<file path="config.mk">
export PLATFORM = sky130hd
export DESIGN_NAME = phy_tx_stim_gen
export DESIGN_NICKNAME = d
export VERILOG_FILES = /design/src/rtl/phy_tx_stim_gen.sv
export SDC_FILE = /design/constraint.sdc
export NUM_CORES = 1
export LEC_CHECK = 0
export ABC_AREA = 0
export ABC_CLOCK_PERIOD_IN_PS = 3930
export CAP_MARGIN = 20
export CORE_MARGIN = 2
export CORE_UTILIZATION = 45
export CTS_CLUSTER_SIZE = 10
export DETAILED_ROUTE_END_ITERATION = 12
export PLACE_DENSITY = 0.68
export REMOVE_ABC_BUFFERS = 1
export SLEW_MARGIN = 15
export SYNTH_ARGS = -nofsm -noshare
export SYNTH_HDL_FRONTEND = slang
export SYNTH_SLANG_ARGS = --single-unit
export TNS_END_PERCENT = 20
</file>
<file path="constraint.sdc">
create_clock -name clk_32f -period 3.93 [get_ports clk_32f]
set_input_delay 0.5895 -clock clk_32f [delete_from_list [all_inputs] [get_ports clk_32f]]
set_output_delay 0.5895 -clock clk_32f [all_outputs]
set_load 0.01 [all_outputs]
</file>
<file path="src/rtl/phy_tx_stim_gen.sv">
// PHY TX stimulus generator with RX loopback checker: fixed pattern table by default,
// PRBS31 word source and checker when TX_PRBS_EN is defined.
module phy_tx_stim_gen #(
    parameter int DATA_W  = 32,
    parameter int DIV     = 16,
    parameter int DEPTH   = 4,
    parameter int REPEAT  = 8,
    parameter int RST_DLY = 128
) (
    input  logic              clk_32f,
    input  logic              reset,
    input  logic              start,
    output logic [DATA_W-1:0] tx_data,
    output logic              tx_valid,
    input  logic [DATA_W-1:0] rx_data,
    input  logic              rx_valid,
    output logic              busy,
    output logic              done,
    output logic [15:0]       word_cnt,
    output logic [15:0]       err_cnt
);

    typedef enum logic [1:0] {IDLE, HOLD, RUN, DONE} state_t;

`ifdef TX_PRBS_EN
    localparam int RUN_WORDS = REPEAT * 4;
`else
    localparam int RUN_WORDS = DEPTH * REPEAT;
`endif
    localparam logic [31:0] RUN_LEN   = 32'(RUN_WORDS);
    localparam logic [15:0] DIV_LAST  = 16'(DIV - 1);
    localparam logic [15:0] HOLD_LAST = 16'(RST_DLY - 1);

    state_t      state;
    logic        start_q;
    logic [15:0] div_cnt;
    logic [15:0] hold_cnt;
    logic [31:0] sent;

    function automatic logic [15:0] sat_inc(input logic [15:0] v);
        return (v == 16'hFFFF) ? v : v + 16'd1;
    endfunction

`ifdef TX_PRBS_EN
    logic [30:0] tx_lfsr;
    logic [30:0] rx_lfsr;

    // x^31 + x^28 + 1, first generated bit lands in the word MSB
    function automatic logic [DATA_W-1:0] prbs_word(input logic [30:0] s);
        logic [30:0]       t;
        logic [DATA_W-1:0] w;
        t = s;
        w = '0;
        for (int n = 0; n < DATA_W; n++) begin
            w = {w[DATA_W-2:0], t[30] ^ t[27]};
            t = {t[29:0], t[30] ^ t[27]};
        end
        return w;
    endfunction

    function automatic logic [30:0] prbs_next(input logic [30:0] s);
        logic [30:0] t;
        t = s;
        for (int n = 0; n < DATA_W; n++) t = {t[29:0], t[30] ^ t[27]};
        return t;
    endfunction
`else
    localparam int          REPS     = (DATA_W + 31) / 32;
    localparam logic [4:0]  LAST_PTR = 5'(DEPTH - 1);

    logic [4:0] tx_ptr;
    logic [4:0] rx_ptr;

    // base word replicated across DATA_W, then rotated left by idx/4
    function automatic logic [DATA_W-1:0] pattern(input logic [4:0] idx);
        logic [31:0]        base;
        logic [REPS*32-1:0] wide;
        logic [DATA_W-1:0]  rep;
        case (idx[1:0])
            2'd0:    base = 32'hFFDD_FFDD;
            2'd1:    base = 32'hEEAA_EEAA;
            2'd2:    base = 32'hDDFF_AABB;
            default: base = 32'hCABF_FABC;
        endcase
        wide = {REPS{base}};
        rep  = wide[DATA_W-1:0];
        return (rep << idx[4:2]) | (rep >> (DATA_W - int'(idx[4:2])));
    endfunction
`endif

    always_ff @(posedge clk_32f) begin
        if (!reset) begin
            state    <= IDLE;
            start_q  <= 1'b0;
            div_cnt  <= '0;
            hold_cnt <= '0;
            sent     <= '0;
            tx_data  <= '0;
            tx_valid <= 1'b0;
            busy     <= 1'b0;
            done     <= 1'b0;
            word_cnt <= '0;
            err_cnt  <= '0;
`ifdef TX_PRBS_EN
            tx_lfsr  <= '1;
            rx_lfsr  <= '1;
`else
            tx_ptr   <= '0;
            rx_ptr   <= '0;
`endif
        end else begin
            start_q <= start;
            case (state)
                IDLE: begin
                    if (start && !start_q) begin
                        // a zero hold delay skips HOLD so the first strobe lands DIV cycles out
                        state    <= (RST_DLY == 0) ? RUN : HOLD;
                        busy     <= 1'b1;
                        div_cnt  <= '0;
                        hold_cnt <= '0;
                        sent     <= '0;
                        word_cnt <= '0;
                        err_cnt  <= '0;
`ifdef TX_PRBS_EN
                        tx_lfsr  <= '1;
                        rx_lfsr  <= '1;
`else
                        tx_ptr   <= '0;
                        rx_ptr   <= '0;
`endif
                    end
                end
                HOLD: begin
                    if (hold_cnt == HOLD_LAST) begin
                        state   <= RUN;
                        div_cnt <= '0;
                    end else begin
                        hold_cnt <= hold_cnt + 16'd1;
                    end
                end
                RUN: begin
                    if (div_cnt == DIV_LAST) begin
                        div_cnt <= '0;
                        if (sent == RUN_LEN) begin
                            tx_valid <= 1'b0;
                            busy     <= 1'b0;
                            done     <= 1'b1;
                            state    <= DONE;
                        end else begin
                            tx_valid <= 1'b1;
                            sent     <= sent + 32'd1;
                            word_cnt <= sat_inc(word_cnt);
`ifdef TX_PRBS_EN
                            tx_data  <= prbs_word(tx_lfsr);
                            tx_lfsr  <= prbs_next(tx_lfsr);
`else
                            tx_data  <= pattern(tx_ptr);
                            tx_ptr   <= (tx_ptr == LAST_PTR) ? 5'd0 : tx_ptr + 5'd1;
`endif
                        end
                    end else begin
                        div_cnt <= div_cnt + 16'd1;
                    end
                end
                DONE: begin
                    if (!start) begin
                        done  <= 1'b0;
                        state <= IDLE;
                    end
                end
                default: state <= IDLE;
            endcase

            // loopback checker keeps its own pointer, independent of the TX strobe
            if (state != IDLE && rx_valid) begin
`ifdef TX_PRBS_EN
                if (rx_data != prbs_word(rx_lfsr)) err_cnt <= sat_inc(err_cnt);
                rx_lfsr <= prbs_next(rx_lfsr);
`else
                if (rx_data != pattern(rx_ptr)) err_cnt <= sat_inc(err_cnt);
                rx_ptr <= (rx_ptr == LAST_PTR) ? 5'd0 : rx_ptr + 5'd1;
`endif
            end
        end
    end

endmodule

</file>
# Yosys cells after proc, flatten, opt, wreduce, memory -nomap -nowiden
# Index checks and enable logic that the tools add are counted.
op_classes:
  bitwise: 3
  eq_ne: 24
  n_shift: 4
  mux: 50
  add_sub_neg: 9
  reduce_logical: 23
op_table:
  columns: ["operator", "n"]
  rows:
  - ["$mux W32", 9]
  - ["$mux W16", 12]
  - ["$pmux W30 S3", 2]
  - ["$add A16 B1 Y16 const B", 4]
  - ["$or A32 B32 Y32", 2]
  - ["$pmux W16 S2", 2]
  - ["$pmux W32 S2", 1]
  - ["$shl A32 B3 Y32", 2]
  - ["$shr A32 B32 Y32", 2]
  - ["$pmux W16 S3", 1]
  - ["$mux W5", 7]
  - ["$add A32 B1 Y32 const B", 1]
  - ["$eq A16 B16 Y1 const B", 2]
  - ["$eq A32 B6 Y1 const B", 1]
  - ["$ne A32 B32 Y1", 1]
  - ["$eq A16 B4 Y1 const B", 1]
  - ["$eq A16 B7 Y1 const B", 1]
  - ["$ne A2 B2 Y1 const B", 8]
  - ["$sub A6 B3 Y7 const A", 2]
  - ["$reduce_and A4 Y1", 3]
  - ["$reduce_bool A2 Y1", 6]
  - ["$add A5 B1 Y5 const B", 2]
  - ["$eq A5 B2 Y1 const B", 2]
  - ["$mux W2", 5]
  - ["15 further kinds", 34]
totals:
  in_bits: 36
  elab_cells: 126
  register_bits: 144

# Depth between registers and ports, before layout
depth:
  word_depth: 9
  ltp_mapped: 19
  mapped_depth_nobuf: 12

# Worst setup path before layout
# OpenSTA, ideal clock, no wires.
synth_timing:
  kind: "flip-flop to flip-flop"
  startpoint: "register rx_ptr[3]"
  endpoint: "register err_cnt[8]"
  setup_time_ns: 0.133
  arrival_time_ns: 4.046
  required_time_ns: 3.797
  setup_slack_ns: -0.249
  path_stages_with_launch: 19
  cell_sequence: "dfxtp_1 > buf_6 > buf_2 > buf_2 > inv_1 > ha_1 > ha_1 > buf_2 > inv_1 > clkbuf_1 > nor3_1 > or4b_2 > a31oi_1 > nand4_1 > or4_4 > buf_6 > buf_6 > a31oi_1 > nor3_1"
synth_via:
  elab_chain_cells: 6
  word_cells_on_any_way: 8
  cone_classes: "add/sub: 1; eq/ne: 2; shift: 2; mux: 2; bitwise: 1"
synth_rtl:
  columns: ["element", "line_no", "rtl"]
  rows:
  - ["start: declaration", "72", "logic [4:0] rx_ptr;"]
  - ["start signal: assignment", "181", "rx_ptr <= (rx_ptr == LAST_PTR) ? 5'd0 : rx_ptr + 5'd1;"]
  - ["$sub A6 B3 Y7", "87", "return (rep << idx[4:2]) | (rep >> (DATA_W - int'(idx[4:2])));"]
  - ["$shr A32 B32 Y32", "87", null]
  - ["$or A32 B32 Y32 (*)", "87", null]
  - ["$ne A32 B32 Y1 (*)", "180", "if (rx_data != pattern(rx_ptr)) err_cnt <= sat_inc(err_cnt);"]
  - ["$mux W16", "180", null]
  - ["$mux W16", "175", "if (state != IDLE && rx_valid) begin"]
  - ["end signal: assignment", "180", null]
  - ["end: declaration", "20", "output logic [15:0] err_cnt"]
# Every way passes the cells marked *; elsewhere a longest branch is shown, timed or not.
# A chain may end at the register's enable or synchronous reset.

# Worst setup path after layout
layout_timing:
  startpoint: "register rx_ptr[2]"
  endpoint: "register err_cnt[15]"
# The elaborated chain is that of the path after synthesis.

==> out/results.txt <==
status: complete, no violations
flip-flop cell with the highest count after synthesis: dfxtp_1
Worst slew margin: 46.5%
Max Clk Rate: 266 MHz
clock insertion delay at the later pin of the skew report: 0.44 ns
signed area change from the synthesized netlist to the final layout: 20.9%
Max stage delay cell, worst path: or4_4
ordered cell list for the critical path: inv_1, ha_1, buf_12, or4b_1, o211a_1, a22oi_1, o22ai_1, a2111oi_1, nand4_1, buf_4, or4_4, a41oi_1, nor3b_2
syn_area_per_cell: 7.34 um2
dominant cell type by area after synthesis: dfxtp_1
number of synthesized flops with an enable pin: 0
worst-case setup margin in the final layout: 0.167 ns
largest cells by area after synthesis: dfxtp_1 (27%), nor2_1 (6.8%), nand2_1 (4.9%)
post-DR vias/cell: 6.03
cts bufs inserted: 17
CTS tree: done
routability cong.: 0.947
root buffer selected by CTS: clkbuf_16
worst slack after detailed placement: 0.0320 ns
total clock sinks: 144
Die Height: 159 um
Std-Cell Rows: 56
share of cells above drive strength 1: 10.8%
via count: 11400
final critical path time including I/O delays and setup: 3.76 ns
final HPWL from detailed placement: 23500 um
crit share post-route: 95.8%
post-synthesis instance area: 10800 um2
antenna-violating nets left: 0
Worst path max stage delay: 0.56 ns
GR Util All Layers: 26.4%
worst-case vdd ir drop: 0.290 mV
total power draw: 4450 uW
number of antenna violations at the first check in global routing: 0
slew of the pin with the lowest slew margin: 0.802 ns
boundary pin count: 103
final hold viol count: 0
Async S/R FF share, synth: 0%
DR DRC count: 0
cells after synthesis: 1466
Fin Clk Skew: 0.0107 ns
Hold Buf Count CTS: 0
final slew viol count: 0
FF+latch count, synth: 144
vias in the first global route: 10400
number of design-rule violations left by the first detailed-router iteration: 1138
category of the critical setup timing path: reg2reg
Crit path arrival time: 4.08 ns
proportion of synthesized chip area in sequential cells: 26.8%
Worst Path Max Fanout: 36
number of inserted diodes: 0
net count of the finished layout: 1623
buffer depth of the longest clock path: 2
worst hold-check slack: 0.452 ns
largest net degree at the start of global routing: 93
max-cap check violation count: 0
static leakage power: 0.00450 uW
Distinct cells, synth: 90
Clock transition at path regs: 0.07 ns
critical path launch point type: flip-flop
GRT overflow: 0
Die Footprint: 25200 um2
power per cell area: 342 nW/um2
post-synth top area share: 26.8%
die boundary width: 159 um
H-tree lvl count: 4
buffers added on ports: 102
Post-Route WL: 33600 um
first-pass GRT wire length: 53600 um
first drt pass iteration count: 6
average wire per standard cell: 17.8 um
starting density of the core: 45.8%
data required time at the worst endpoint: 4.25 ns
endpoint type of the worst setup path: flip-flop
Final Setup Violations: 0
Tightest Hold Check Type: reg2reg
area inside the core boundary: 23500 um2
number of warnings reported in the yosys synthesis log: 0
## worst max-delay path, delay by kind of cell, from the launching register on
family | cells | cell delay [ns]
AND/OR/NAND/NOR | 4 | 1.30
AO/OA/AOI/OAI | 5 | 1.19
buffers and inverters | 3 | 0.46
flip-flops | 1 | 0.35
adder cells (fa/ha/maj) | 1 | 0.33
## through the flow
step / cell area, um2 / util, % / cells / setup TNS, ns
floorplan: 10300 / - / 1356 / -33.88
global placement: 12300 / 52.5 / 1851 / 0
detailed placement: 12300 / 52.5 / 1851 / 0
CTS: 12900 / 55.0 / 1883 / 0
global route: 13000 / 55.4 / 1886 / -0.00542
finish: 13000 / 55.4 / 1886 / 0
## path summary, 6_finish.rpt
kind | from | to | slack, ns | cells past startpoint
max | rx_ptr[2] | err_cnt[15] | 0.17 | 13
min | tx_data[0] | tx_data[0] | 0.45 | 2
max reg2reg | rx_ptr[2] | err_cnt[15] | 0.17 | 13
min reg2reg | tx_data[0] | tx_data[0] | 0.45 | 2
## routing by layer
layer / vias up / GRT usage (%) / wire, um
li1: 5519 / - / -
met1: 5294 / 35.5 / 15000
met2: 475 / 42.3 / 15100
met3: 87 / 4.49 / 2480
met4: 0 / 9.65 / 920
met5: - / 0 / 0
## synthesized netlist by cell type (all sizes together) (29+ instances only)
library cell / instances
nor2: 195
ha: 33
dfxtp: 144
a21oi: 102
inv: 35
nand2: 141
nand3: 53
buf: 33
clkbuf: 77
xnor2: 29
o21ai: 95
a31oi: 29
xor2: 48
nor3: 48
mux2i: 31
## layout make-up
type	count	area (um2)
Clock buffer	17	425
Fill cell	2247	10500
Sequential cell	144	2890
Multi-Input combinational cell	1177	7320
Timing Repair Buffer	178	1670
Inverter	36	135
Tap cell	319	399
Clock inverter	15	179
## what timing repair did
| item | in CTS | in global routing |
|---|---|---|
| buffers inserted | 0 | 2 |
| setup endpoints to repair | 0 | 16 |
| resized for setup | 0 | 17 |
| endpoints found under the hold margin | 0 | 0 |
## state kept, by name, indices dropped and copies added (netlist names)
signal,flops
busy,1
div_cnt,16
done,1
err_cnt,16
hold_cnt,16
rx_ptr,5
sent,32
start_q,1
state,2
tx_data,32
tx_ptr,5
tx_valid,1
word_cnt,16
## cells by family after synthesis
logic type / Yosys count / synth area share [%]
XOR/XNOR: 77 / 6.27
flip-flops: 144 / 26.8
buffers and inverters: 146 / 5.84
AND/OR/NAND/NOR: 622 / 28.4
multiplexers: 46 / 4.77
AO/OA/AOI/OAI: 398 / 24.1
adder cells (fa/ha/maj): 33 / 3.84
## power breakdown
part           internal, uW  switching, uW  leakage (uW)  total [uW]
clock                   867            783      0.000297        1650
combinational           492            787       0.00304        1280
sequential             1490           33.4       0.00116        1520
## cells in the final DEF (no fill, tap or decap), types with 8 or more instances in the layout
cell type and instances:
a211oi_1 23, a21oi_1 101, a22oi_1 8, a311oi_1 8
a31oi_1 29, and3_1 24, buf_4 68, clkbuf_16 17
clkdlybuf4s50_1 102, dfxtp_1 141, ha_1 31, inv_1 33
mux2_2 12, mux2i_1 30, nand2_1 140, nand2b_1 16
nand3_1 53, nand4_1 27, nor2_1 193, nor2b_1 20
nor3_1 48, nor4_1 19, o211ai_1 12, o21a_1 9
o21ai_0 89, o221ai_1 8, o22ai_1 16, o32ai_1 10
or2_2 10, or3_1 15, xnor2_1 29, xor2_1 48
No activity file was read; power rests on OpenSTA's default activity.
